<file path="src/rtl/riscv_decode_stage.sv">
// RV32I decode stage: single-entry registered bundle with a valid/ready handshake on both sides.
// Optional performance counters are enabled by defining DECODE_PERF_CNT_EN.
module riscv_decode_stage (
    input  logic        clk_i,
    input  logic        rst_n_i,
    input  logic        instr_valid_i,
    output logic        instr_ready_o,
    input  logic [31:0] instr_i,
    output logic        dec_valid_o,
    input  logic        dec_ready_i,
    output logic [3:0]  alu_op_o,
    output logic [1:0]  op_a_sel_o,
    output logic        op_b_imm_o,
    output logic [31:0] imm_o,
    output logic [4:0]  rs1_addr_o,
    output logic [4:0]  rs2_addr_o,
    output logic [4:0]  rd_addr_o,
    output logic        rd_we_o,
    output logic        branch_o,
    output logic        illegal_o
`ifdef DECODE_PERF_CNT_EN
    ,
    output logic [31:0] dec_cnt_o,
    output logic [31:0] illegal_cnt_o
`endif
);

    localparam logic [6:0] OPC_OP     = 7'b0110011;
    localparam logic [6:0] OPC_OP_IMM = 7'b0010011;
    localparam logic [6:0] OPC_BRANCH = 7'b1100011;
    localparam logic [6:0] OPC_LUI    = 7'b0110111;
    localparam logic [6:0] OPC_AUIPC  = 7'b0010111;
    localparam logic [6:0] OPC_LOAD   = 7'b0000011;
    localparam logic [6:0] OPC_STORE  = 7'b0100011;
    localparam logic [6:0] OPC_JAL    = 7'b1101111;
    localparam logic [6:0] OPC_JALR   = 7'b1100111;

    localparam logic [3:0] ALU_ADD = 4'b0000, ALU_SUB = 4'b0001, ALU_XOR = 4'b0010,
                           ALU_OR  = 4'b0011, ALU_AND = 4'b0100, ALU_SRA = 4'b0101,
                           ALU_SRL = 4'b0110, ALU_SLL = 4'b0111, ALU_LTS = 4'b1000,
                           ALU_LTU = 4'b1001, ALU_GES = 4'b1010, ALU_GEU = 4'b1011,
                           ALU_EQ  = 4'b1100, ALU_NE  = 4'b1101;

    localparam logic [1:0] OPA_RS1 = 2'b00, OPA_PC = 2'b01, OPA_ZERO = 2'b10;
    localparam logic [6:0] F7_ALT  = 7'b0100000;

    logic [6:0]  opcode;
    logic [2:0]  funct3;
    logic [6:0]  funct7;
    logic [31:0] imm_i, imm_s, imm_b, imm_u, imm_j;

    logic [3:0]  d_alu_op;
    logic [1:0]  d_op_a_sel;
    logic        d_op_b_imm;
    logic [31:0] d_imm;
    logic        d_rd_we;
    logic        d_branch;
    logic        d_illegal;

    assign opcode = instr_i[6:0];
    assign funct3 = instr_i[14:12];
    assign funct7 = instr_i[31:25];
    assign imm_i  = {{20{instr_i[31]}}, instr_i[31:20]};
    assign imm_s  = {{20{instr_i[31]}}, instr_i[31:25], instr_i[11:7]};
    assign imm_b  = {{19{instr_i[31]}}, instr_i[31], instr_i[7], instr_i[30:25], instr_i[11:8], 1'b0};
    assign imm_u  = {instr_i[31:12], 12'b0};
    assign imm_j  = {{11{instr_i[31]}}, instr_i[31], instr_i[19:12], instr_i[20], instr_i[30:21], 1'b0};

    // alt selects SUB for funct3 000 and SRA for funct3 101
    function automatic logic [3:0] arith_op(input logic [2:0] f3, input logic alt);
        case (f3)
            3'b000:  arith_op = alt ? ALU_SUB : ALU_ADD;
            3'b001:  arith_op = ALU_SLL;
            3'b010:  arith_op = ALU_LTS;
            3'b011:  arith_op = ALU_LTU;
            3'b100:  arith_op = ALU_XOR;
            3'b101:  arith_op = alt ? ALU_SRA : ALU_SRL;
            3'b110:  arith_op = ALU_OR;
            default: arith_op = ALU_AND;
        endcase
    endfunction

    always_comb begin
        d_alu_op   = ALU_ADD;
        d_op_a_sel = OPA_RS1;
        d_op_b_imm = 1'b1;
        d_imm      = imm_i;
        d_rd_we    = 1'b1;
        d_branch   = 1'b0;
        d_illegal  = 1'b0;
        case (opcode)
            OPC_OP: begin
                d_op_b_imm = 1'b0;
                d_imm      = 32'b0;
                d_alu_op   = arith_op(funct3, funct7[5]);
                d_illegal  = !((funct7 == 7'b0) ||
                               (funct7 == F7_ALT && (funct3 == 3'b000 || funct3 == 3'b101)));
            end
            OPC_OP_IMM: begin
                d_alu_op = arith_op(funct3, funct3 == 3'b101 && funct7[5]);
                if (funct3 == 3'b001 || funct3 == 3'b101) begin
                    d_imm     = {27'b0, instr_i[24:20]};
                    d_illegal = !((funct7 == 7'b0) || (funct3 == 3'b101 && funct7 == F7_ALT));
                end
            end
            OPC_BRANCH: begin
                d_op_b_imm = 1'b0;
                d_imm      = imm_b;
                d_rd_we    = 1'b0;
                d_branch   = 1'b1;
                case (funct3)
                    3'b000:  d_alu_op = ALU_EQ;
                    3'b001:  d_alu_op = ALU_NE;
                    3'b100:  d_alu_op = ALU_LTS;
                    3'b101:  d_alu_op = ALU_GES;
                    3'b110:  d_alu_op = ALU_LTU;
                    3'b111:  d_alu_op = ALU_GEU;
                    default: d_illegal = 1'b1;
                endcase
            end
            OPC_LUI: begin
                d_op_a_sel = OPA_ZERO;
                d_imm      = imm_u;
            end
            OPC_AUIPC: begin
                d_op_a_sel = OPA_PC;
                d_imm      = imm_u;
            end
            OPC_LOAD, OPC_JALR: ;
            OPC_STORE: begin
                d_imm   = imm_s;
                d_rd_we = 1'b0;
            end
            OPC_JAL: begin
                d_op_a_sel = OPA_PC;
                d_imm      = imm_j;
            end
            default: d_illegal = 1'b1;
        endcase
        if (instr_i[1:0] != 2'b11)
            d_illegal = 1'b1;
        if (d_illegal) begin
            d_alu_op   = ALU_ADD;
            d_op_a_sel = OPA_RS1;
            d_op_b_imm = 1'b0;
            d_imm      = 32'b0;
            d_rd_we    = 1'b0;
            d_branch   = 1'b0;
        end
        if (instr_i[11:7] == 5'd0)
            d_rd_we = 1'b0;
    end

    assign instr_ready_o = !dec_valid_o || dec_ready_i;

    always_ff @(posedge clk_i or negedge rst_n_i) begin
        if (!rst_n_i) begin
            dec_valid_o <= 1'b0;
            alu_op_o    <= ALU_ADD;
            op_a_sel_o  <= OPA_RS1;
            op_b_imm_o  <= 1'b0;
            imm_o       <= 32'b0;
            rs1_addr_o  <= 5'd0;
            rs2_addr_o  <= 5'd0;
            rd_addr_o   <= 5'd0;
            rd_we_o     <= 1'b0;
            branch_o    <= 1'b0;
            illegal_o   <= 1'b0;
        end else if (instr_valid_i && instr_ready_o) begin
            dec_valid_o <= 1'b1;
            alu_op_o    <= d_alu_op;
            op_a_sel_o  <= d_op_a_sel;
            op_b_imm_o  <= d_op_b_imm;
            imm_o       <= d_imm;
            rs1_addr_o  <= instr_i[19:15];
            rs2_addr_o  <= instr_i[24:20];
            rd_addr_o   <= instr_i[11:7];
            rd_we_o     <= d_rd_we;
            branch_o    <= d_branch;
            illegal_o   <= d_illegal;
        end else if (dec_ready_i) begin
            dec_valid_o <= 1'b0;
        end
    end

`ifdef DECODE_PERF_CNT_EN
    // counters advance on each bundle accepted downstream and wrap naturally
    always_ff @(posedge clk_i or negedge rst_n_i) begin
        if (!rst_n_i) begin
            dec_cnt_o     <= 32'd0;
            illegal_cnt_o <= 32'd0;
        end else if (dec_valid_o && dec_ready_i) begin
            dec_cnt_o <= dec_cnt_o + 32'd1;
            if (illegal_o)
                illegal_cnt_o <= illegal_cnt_o + 32'd1;
        end
    end
`else
    // no performance counters in this build
`endif

endmodule

</file>
<file path="config.mk">
export PLATFORM = sky130hd
export DESIGN_NAME = riscv_decode_stage
export DESIGN_NICKNAME = d
export VERILOG_FILES = /design/src/rtl/riscv_decode_stage.sv
export SDC_FILE = /design/constraint.sdc
export NUM_CORES = 1
export LEC_CHECK = 0
export CAP_MARGIN = 40
export CORE_MARGIN = 1
export CORE_UTILIZATION = 41
export DETAILED_ROUTE_END_ITERATION = 8
export HOLD_SLACK_MARGIN = 0.08
export PLACE_DENSITY = 0.81
export SYNTH_ARGS = -nofsm -noshare
export SYNTH_HDL_FRONTEND = slang
export SYNTH_SLANG_ARGS = --single-unit
</file>
<file path="constraint.sdc">
create_clock -name clk_i -period 1.8 [get_ports clk_i]
set_clock_uncertainty 0.15 [all_clocks]
set_input_delay 0.36 -clock clk_i [delete_from_list [all_inputs] [get_ports clk_i]]
set_output_delay 0.36 -clock clk_i [all_outputs]
set_load 0.05 [all_outputs]
</file>
==> impl_metrics.tcl <==
set metrics [dict create \
    status "complete, but fails checks" \
    violations "setup timing" \
    rows 29 \
    nets 450 \
    grt_pass1_wl_um 14000 \
    drt_wl_total_um 8940 \
    layout_worst_path_cycle_share_pct 103 \
    ff2ff_path_depth 6 \
    synth_flop_cell "dfrtp_1" \
    antenna_found_initial 0 \
    drc 0 \
    leakagePower_uw 0.00215 \
    area.growth.synth_to_final_pct 61.6 \
    path_buf_inv 1 \
    syn_nets 296 \
    cts_tree "yes" \
    crit_path_end_kind "flip-flop" \
    worst_pin_slew_ns 0.425 \
    synth_top_cell_by_area "dfrtp_1" \
    start_util_pct 43.5 \
    htreeDepth 3 \
    root_buffer "clkbuf_8" \
    ys_types 42 \
    diodes 0 \
    synth-async-reset-ratio_pct 100 \
    core_sq_um 6490 \
    holdCritPathClass "primary input to flip-flop" \
    numPortBuffers 94 \
    antenna_left 0 \
    gr-total-overflow 0 \
    first_pass_iters 4 \
    multi_input_area_sq_um 1420 \
    setup_viol 13 \
    holdCritStartpoint "instr_valid_i" \
    grt_max_degree 59 \
    timing.final.ws_setup_ns -0.0513 \
    slowest_delay_ns 0.52 \
    rsz0062_at_grt "true" \
    synth_top_cell_area_share_pct 51.4 \
    timing.rr.start "dec_valid_o" \
    synth-edff-count 0 \
    io_pins 95 \
    start_kind "primary input" \
    dieArea_sq_um 7230 \
    final_layout_size_suffix_gt1_share_pct 44.9 \
    dp.cells 473 \
    crit_type "primary input to flip-flop" \
    gp_congestion 0.941 \
    r2r_setup_slack_ns 0 \
    ys_warn_count 0 \
    drtIter0Drc 182 \
    power_density_nw_per_um2 782 \
    relSlewSlack_pct 71.6 \
    grt_usage_pct 25.1 \
    synthCells 260 \
    dp_hpwl_um 6250 \
    report.final.slew_viol_count 0 \
    slowest_stage "or4b_4" \
    wl_per_cell_um 18.0 \
    grt_pass1_vias 2780 \
    synth-seq-cells 58 \
    clkTransAtPathRegs_ns 0.07 \
    maxCapViolations 0 \
    seqCellArea_sq_um 1450 \
    crit_family "compound AO/OA/AOI/OAI gates" \
    clk-insertion-delay-late_ns 0.33 \
    fp.dieH_um 85.0 \
    crit_required_ns 1.88 \
    tns_ns -0.351 \
    max_freq_mhz 540 \
    holdPathStages 2 \
    clockBufferDepth 2 \
    die_w_um 85.0 \
    path_max_fanout 8 \
    vias_per_cell 5.76 \
    seq_area_frac_synth_pct 51.4 \
    r2r-end "imm_o[7]" \
    holdWs_ns 0.332 \
    path_cells "buf_6, or4b_4, o211a_1, a311o_2, a21o_1, a22o_1" \
    stdcell_area_sq_um 4570 \
    min_period_ns 1.85 \
    yosys-top-cells-area "dfrtp_1 51%, a22o_1 11%, mux2_2 5.6%" \
    ir_drop_v 0.000362 \
    synth_area_sq_um 2830 \
    fillers 473 \
    syn_avg_cell_area_sq_um 10.9 \
    arrival_ns 1.93 \
    dp_worst_setup_slack_ns -0.787 \
    hold_viol_final 0 \
    cts_inserted_buffers 9 \
    whs_endpoint "dec_valid_o" \
    clkSinkCount 58 \
    dpl_cell_area_sq_um 4190 \
    layout.cells.non_filler 496 \
    vias 2855 \
]
==> report_power, final <==
group / total [uW] / switching [uW] / internal (uW)
combinational: 974 / 587 / 387
clock: 1160 / 523 / 635
sequential: 1440 / 49.6 / 1390
total: 3570 / 1160 / 2410
==> logic make-up (layout without fill, tap and decap cells) <==
family,count (synthesis),count (layout),synth area share [%]
AO/OA/AOI/OAI,86,86,24.8
XOR/XNOR,2,2,0.620
buffers and inverters,25,184,3.72
flip-flops,58,58,51.4
multiplexers,15,15,5.93
AND/OR/NAND/NOR,74,74,13.6
==> cells in the mapped netlist, drive strengths merged (2+ instances only) <==
cell type,count
a22o,35
a32o,10
nor3,4
nor4,3
xor2,2
inv,3
a21o,9
dfrtp,58
mux2,14
a311o,2
nand2b,7
o31ai,3
nand3,15
nor2,13
buf,9
a21oi,8
nand2,21
a311oi,2
o21ai,8
clkbuf,13
==> worst max path at each step <==
stage,cells past startpoint,end,start,slack (ns)
2_1_floorplan,6,imm_o[16],instr_i[3],-0.25
3_3_place_gp,8,op_a_sel_o[1],instr_i[3],-0.72
3_5_place_dp,6,imm_o[18],instr_i[4],-0.79
4_1_cts,6,imm_o[12],instr_i[3],-0.09
5_1_grt,7,imm_o[7],instr_i[0],-0.1
6_report,6,imm_o[12],instr_i[2],-0.05
==> state kept, by name, indices dropped and copies added, names as in the netlist <==
register and cells:
op_b_imm_o 1, rs1_addr_o 5, dec_valid_o 1, alu_op_o 4
rs2_addr_o 5, rd_we_o 1, op_a_sel_o 2, illegal_o 1
branch_o 1, rd_addr_o 5, imm_o 32
==> cell usage in the layout, fill, tap and decap left out, types with 8 or more instances in the layout <==
cell             count
dfrtp_1             57
nor2_1              11
a22o_1              35
a21o_1               9
nand2_1             20
a21oi_1              8
clkdlybuf4s50_1     18
a32o_1               9
mux2_2              14
nand3_1             15
buf_4              118
clkbuf_8             9
==> layer usage <==
metal  track usage (%)  share of wire [%]  vias to the layer above
met5                 0                  0                        -
met4              8.94                2.3                        0
met3              5.45                5.5                       25
met2              42.5                 51                      114
met1              31.8                 41                     1419
li1                  -                  -                     1297
==> repair_timing <==
action | CTS | global route
pin swaps | 18 | 11
setup buffers | 2 | 2
hold buffers | 1 | 0
hold endpoints to repair | 58 | 0
cloned | 1 | 1
setup endpoints to repair | 42 | 42
gates resized for setup | 52 | 19
==> through the flow <==
stage	total power (uW)	utilization [%]
6_report	3570	70.3
5_1_grt	3700	70.3
4_1_cts	3560	68.7
3_5_place_dp	2410	64.6
3_3_place_gp	2380	64.6
2_1_floorplan	1980	-
==> cell type report <==
cell class	count	share of cell area, %
sequential	58	31.8
clock buffer	11	2.88
tap	77	2.11
inverter	3	0.247
clock inverter	5	1.21
multi-input combinational	177	31.1
timing repair buffer	165	30.6
Note: power is estimated with default switching activity, not from simulation.
